File: config.mk
export PLATFORM = sky130hd
export DESIGN_NAME = dds_wave_gen_n
export DESIGN_NICKNAME = d
export VERILOG_FILES = /design/src/rtl/dds_wave_gen_n.sv
export SDC_FILE = /design/constraint.sdc
export NUM_CORES = 1
export LEC_CHECK = 0
export CAP_MARGIN = 10
export CORE_MARGIN = 5
export CORE_UTILIZATION = 62
export DETAILED_ROUTE_END_ITERATION = 8
export HOLD_SLACK_MARGIN = 0.03
export PLACE_DENSITY_LB_ADDON = 0.12
export SLEW_MARGIN = 0
export SYNTH_ARGS = -nofsm -noshare
export SYNTH_HDL_FRONTEND = slang
export SYNTH_SLANG_ARGS = --single-unit
export TNS_END_PERCENT = 50
File: constraint.sdc
create_clock -name CLK -period 4.6 [get_ports CLK]
set_clock_uncertainty 0.15 [all_clocks]
set_input_delay 1.38 -clock CLK [delete_from_list [all_inputs] [get_ports CLK]]
set_output_delay 1.38 -clock CLK [all_outputs]
set_load 0.02 [all_outputs]
File: src/rtl/dds_wave_gen_n.sv
// Multi-channel DDS waveform generator.
// Each voice has its own phase accumulator, increment, waveform form and
// pulse width. A sample tick advances all accumulators; the shaped samples
// are registered one cycle later and their sum one cycle after that.
module dds_wave_gen_n #(
    parameter int CHANNELS = 4,
    parameter int PHASE_W  = 32,
    parameter int OUT_W    = 8,
    parameter int CH_W     = (CHANNELS > 1) ? $clog2(CHANNELS) : 1
) (
    input  logic                        CLK,
    input  logic                        RESET_N,
    input  logic                        SAMPLE_EN,
    input  logic                        SYNC,
    input  logic                        WR_EN,
    input  logic [CH_W-1:0]             WR_CH,
    input  logic [1:0]                  WR_SEL,
    input  logic [PHASE_W-1:0]          WR_DATA,
    output logic [CHANNELS*OUT_W-1:0]   WAVE_BUS,
    output logic [OUT_W+CH_W-1:0]       MIX,
    output logic                        MIX_VALID
);

    localparam int MW = OUT_W + CH_W;
    localparam logic [OUT_W-1:0] MID     = {1'b1, {(OUT_W-1){1'b0}}};
    localparam logic [MW-1:0]    MIX_RST = MW'(CHANNELS) << (OUT_W - 1);
    localparam logic [2:0]       FORM_SILENCE = 3'b100;

    logic [PHASE_W-1:0] acc     [CHANNELS];
    logic [PHASE_W-1:0] inc     [CHANNELS];
    logic [2:0]         form    [CHANNELS];
    logic [OUT_W-1:0]   pw      [CHANNELS];
    logic [OUT_W-1:0]   shaped  [CHANNELS];
    logic [OUT_W-1:0]   wave    [CHANNELS];
    logic [MW-1:0]      sum;
    logic               s1;
    logic               s2;

    function automatic logic [OUT_W-1:0] shape(input logic [PHASE_W-1:0] a,
                                               input logic [2:0]         f,
                                               input logic [OUT_W-1:0]   p);
        logic [OUT_W-1:0] top;
        logic [OUT_W-1:0] sub;
        top = a[PHASE_W-1 -: OUT_W];
        sub = a[PHASE_W-2 -: OUT_W];
        case (f)
            3'b000:  shape = top;
            3'b001:  shape = ~top;
            3'b010:  shape = (top < p) ? {OUT_W{1'b1}} : {OUT_W{1'b0}};
            3'b011:  shape = a[PHASE_W-1] ? ~sub : sub;
            default: shape = MID;
        endcase
    endfunction

    // Per-channel configuration registers loaded through the write port.
    always_ff @(posedge CLK or negedge RESET_N) begin
        if (!RESET_N) begin
            for (int i = 0; i < CHANNELS; i++) begin
                inc[i]  <= '0;
                form[i] <= FORM_SILENCE;
                pw[i]   <= MID;
            end
        end else if (WR_EN) begin
            for (int i = 0; i < CHANNELS; i++) begin
                if (WR_CH == CH_W'(i)) begin
                    case (WR_SEL)
                        2'b00:   inc[i]  <= WR_DATA;
                        2'b01:   form[i] <= WR_DATA[2:0];
                        2'b10:   pw[i]   <= WR_DATA[OUT_W-1:0];
                        default: ;
                    endcase
                end
            end
        end
    end

    // Phase accumulators; hard sync wins over the sample tick.
    always_ff @(posedge CLK or negedge RESET_N) begin
        if (!RESET_N) begin
            for (int i = 0; i < CHANNELS; i++) acc[i] <= '0;
            s1 <= 1'b0;
        end else begin
            s1 <= SAMPLE_EN;
            for (int i = 0; i < CHANNELS; i++) begin
                if (SYNC)
                    acc[i] <= '0;
                else if (SAMPLE_EN)
                    acc[i] <= acc[i] + inc[i];
            end
        end
    end

    // Waveform shaping from the current accumulators and the unsigned sum of the registered samples.
    always_comb begin
        sum = '0;
        for (int i = 0; i < CHANNELS; i++) begin
            shaped[i] = shape(acc[i], form[i], pw[i]);
            sum       = sum + MW'(wave[i]);
        end
    end

    // Sample stage: capture shaped values one cycle after the tick.
    always_ff @(posedge CLK or negedge RESET_N) begin
        if (!RESET_N) begin
            for (int i = 0; i < CHANNELS; i++) wave[i] <= MID;
            s2 <= 1'b0;
        end else begin
            s2 <= s1;
            if (s1) begin
                for (int i = 0; i < CHANNELS; i++) wave[i] <= shaped[i];
            end
        end
    end

    // Mix stage: register the channel sum and strobe its validity.
    always_ff @(posedge CLK or negedge RESET_N) begin
        if (!RESET_N) begin
            MIX       <= MIX_RST;
            MIX_VALID <= 1'b0;
        end else begin
            MIX_VALID <= s2;
            if (s2) MIX <= sum;
        end
    end

    for (genvar g = 0; g < CHANNELS; g++) begin : g_bus
        assign WAVE_BUS[g*OUT_W +: OUT_W] = wave[g];
    end

endmodule

==> impl_metrics.tcl <==
set metrics [dict create \
    finalSetupViolCount 0 \
    worst_ep_required_time_ps 4860 \
    fmax_mhz 281 \
    mappedNetlistNets 2331 \
    wirelength_mm 52.4 \
    rsz0062_at_grt "no" \
    crit-reg2reg-capture "MIX[7]" \
    flip_flop_and_latch_count_after_synthesis 345 \
    drc 0 \
    switching_share 0.370 \
    critPathTopFamily "adder cells" \
    initial_antenna_violation_count 3 \
    power_frac_clock 0.237 \
    dieArea_um2 38200 \
    clk-insertion-delay-late_ps 530 \
    cts-root-buf "sky130_fd_sc_hd__clkbuf_16" \
    post-cts-setup-buffers 0 \
    worst_ep_arrival_time_ps 3820 \
    worstReg2RegStart "WAVE_BUS[1]" \
    cell_count_of_the_worst_hold_path 2 \
    hold-path-endpoint "acc[118]" \
    numClockSinks 345 \
    layout.cells.most_common "sky130_fd_sc_hd__dfrtp_1" \
    relSlewSlack 0.299 \
    min_period_over_period 0.773 \
    synth_cell_type_count 77 \
    worst_hold_path_type "flop to flop" \
    total_vias_in_the_final_route 16100 \
    via_per_inst 6.08 \
    power.share.combinational 0.445 \
    setup.worst_path.class "flop to flop" \
    cts-htree-levels 2 \
    endpoint_kind "flop" \
    outcome "finished, final reports clean" \
    share_of_post_route_cells_with_drive_strength_above_1 0.143 \
    number_of_synthesized_flops_with_an_enable_pin 0 \
    cts.reportedPaths.clkPinSlew_ps 60 \
    grt_pass1_vias 16200 \
    finalNetCount 2390 \
    global_route_usage_over_all_layers 0.273 \
    startpoint_type "flop" \
    p_int_mw 9.04 \
    placementRows 68 \
    max_cap_viol_count 0 \
    timing.final.max_slew_violations 0 \
    fp.coreArea_um2 34300 \
    post_synth.cell_area_avg_um2 10.1 \
    detailed_routing_iteration_count_for_the_pre_antenna_repair_pass 5 \
    detail-route-antenna-nets 0 \
    hold_start "acc[118]" \
    clock_tree.buffer_depth 3 \
    worst_slew_pin_slew_ps 1050 \
    p_leak_nw 11.4 \
    die_y_um 196 \
    synth_largest_area_cell "sky130_fd_sc_hd__dfrtp_1" \
    average_wire_per_standard_cell_um 19.8 \
    syn_area_um2 21300 \
    grt_start_max_net_pins 81 \
    r2r_cells 12 \
    yosys.area.top_type_share 0.389 \
    area_delta_synth_final_pct 12.7 \
    tritoncts "done" \
    fin_crit_ps 3550 \
    timing.critical_path.fanout_max 3 \
    timing.final.hold_violations 0 \
    cp_slowest_stage_delay_ps 540 \
    numCtsBuffers 39 \
    slowest_library_cell_on_the_worst_path "sky130_fd_sc_hd__fa_1" \
    synth-async-reset-ratio 1.00 \
    dieWidth_um 196 \
    drt_iter0_markers 807 \
    crit_path_cell_trace "inv_1 > fa_1 > inv_1 > fa_1 > ha_1 > fa_1 > a21o_1 > a21o_1 > a21o_1 > a21oi_1 > xnor2_1 > mux2_2" \
    place.port_buffers 83 \
    globalRoute.totalOverflow 0 \
    max-vdd-ir-drop_mv 0.510 \
    reg2reg_slack_ps 1050 \
    switching_power_of_the_nets_mw 5.30 \
    synth_sequential_area_ratio 0.405 \
    whs_ps 336 \
    resized_after_cts 0 \
    final_hpwl_from_detailed_placement_mm 37.1 \
    share_seq_of_total_power 0.318 \
    count_of_boundary_i_o_pins 84 \
    netlist_top_cells_area "sky130_fd_sc_hd__dfrtp_1, sky130_fd_sc_hd__ha_1, sky130_fd_sc_hd__mux2_2" \
    start_util 0.622 \
    antenna_cells_inserted 0 \
    cts-hold-fix-buffers 0 \
    postSynth.topFlopCell "sky130_fd_sc_hd__dfrtp_1" \
    first_pass_grt_wire_length_mm 84.8 \
    critical_path.n_buffers_inverters 2 \
    post_synth_inst_count 2109 \
    power.density_cell_area_nw_per_um2 596 \
    routability_congestion_estimate_from_global_placement 0.945 \
    fin_tns_setup_ps 0 \
    commonest_non_fill_non_tap_cells_in_the_layout "sky130_fd_sc_hd__dfrtp_1, sky130_fd_sc_hd__nand2_1, sky130_fd_sc_hd__mux2_2" \
    ys_warn_count 0 \
]
==> final cells by class <==
cell class                 instances  area [µm²]
clock buffer                      55        1170
clock inverter                    14         245
fill                            2603       10200
inverter                         114         428
multi-input combinational       1564       12000
sequential                       345        8650
tap                              455         569
timing repair buffer             104        1040
==> per-stage QoR <==
step | worst slack [ps] | utilization | total power [mW] | instances | cell area (µm²)
global placement | 1120 | 0.660 | 10.7 | 2582 | 22600
floorplan | 1100 | - | 9.28 | 2109 | 21300
CTS | 1030 | 0.702 | 14.4 | 2651 | 24100
global route | 827 | 0.702 | 15.4 | 2651 | 24100
finish | 1050 | 0.702 | 14.3 | 2651 | 24100
detailed placement | 1040 | 0.660 | 11.0 | 2582 | 22600
==> cells in the mapped netlist, types with 19 or more instances <==
cell type	count
sky130_fd_sc_hd__fa_1	20
sky130_fd_sc_hd__nand2b_1	27
sky130_fd_sc_hd__o22ai_1	30
sky130_fd_sc_hd__o221a_2	26
sky130_fd_sc_hd__o21ai_1	48
sky130_fd_sc_hd__nand4_1	19
sky130_fd_sc_hd__nor2b_1	21
sky130_fd_sc_hd__inv_1	114
sky130_fd_sc_hd__xnor2_1	116
sky130_fd_sc_hd__mux2_2	164
sky130_fd_sc_hd__nand3_1	24
sky130_fd_sc_hd__mux2i_1	49
sky130_fd_sc_hd__dfrtp_1	332
sky130_fd_sc_hd__o21ai_0	97
sky130_fd_sc_hd__nand2_1	167
sky130_fd_sc_hd__a21oi_1	132
sky130_fd_sc_hd__a21o_1	92
sky130_fd_sc_hd__nor2_1	144
sky130_fd_sc_hd__ha_1	161
sky130_fd_sc_hd__clkbuf_1	71
sky130_fd_sc_hd__xor2_1	48
==> worst max path at each step <==
stage                      startpoint  endpoint  slack (ps)  cells after the start
after floorplan           WAVE_BUS[1]    MIX[7]        1100                     12
after global placement    WAVE_BUS[1]    MIX[7]        1120                     12
after detailed placement  WAVE_BUS[1]    MIX[7]        1040                     12
after CTS                 WAVE_BUS[1]    MIX[7]        1030                     12
after global routing      WAVE_BUS[1]    MIX[7]         830                     12
final                     WAVE_BUS[1]    MIX[7]        1050                     12
==> cell families (layout without fill, tap and decap cells) <==
family          after synthesis  count (layout)  synth area share
simple gates                451             451            0.0946
buf+inv                     200             287            0.0352
flops                       345             345             0.405
mux                         213             213             0.110
fa+ha+maj                   181             181             0.113
xor+xnor                    164             164            0.0673
compound gates              555             555             0.175
==> per-layer routing <==
| layer | share of wire | track usage | vias up |
|---|---|---|---|
| met5 | 0 | 0 | - |
| met4 | 0.045 | 0.111 | 0 |
| met3 | 0.040 | 0.0304 | 122 |
| met2 | 0.49 | 0.468 | 399 |
| met1 | 0.43 | 0.355 | 7949 |
| li1 | - | - | 7649 |
==> power by group through the flow <==
stage | logic, mW | clock network (mW) | registers [mW]
floorplan | 4.78 | 0 | 4.49
global placement | 6.11 | 0 | 4.56
detailed placement | 6.34 | 0 | 4.61
CTS | 6.41 | 3.45 | 4.56
global route | 7.13 | 3.59 | 4.66
finish | 6.38 | 3.40 | 4.56
==> sequential cells by signal, indices dropped and copies added (netlist names) <==
signal / cells
pw: 32
MIX: 10
inc: 128
form: 12
MIX_VALID: 1
s1: 1
s2: 1
acc: 128
WAVE_BUS: 32
==> worst min-delay path, stage by stage (launching register included) <==
cell and delay, ps:
sky130_fd_sc_hd__dfrtp_1 350, sky130_fd_sc_hd__nand2_1 50, sky130_fd_sc_hd__o21ai_0 60
(Power assumes the default switching activity.)
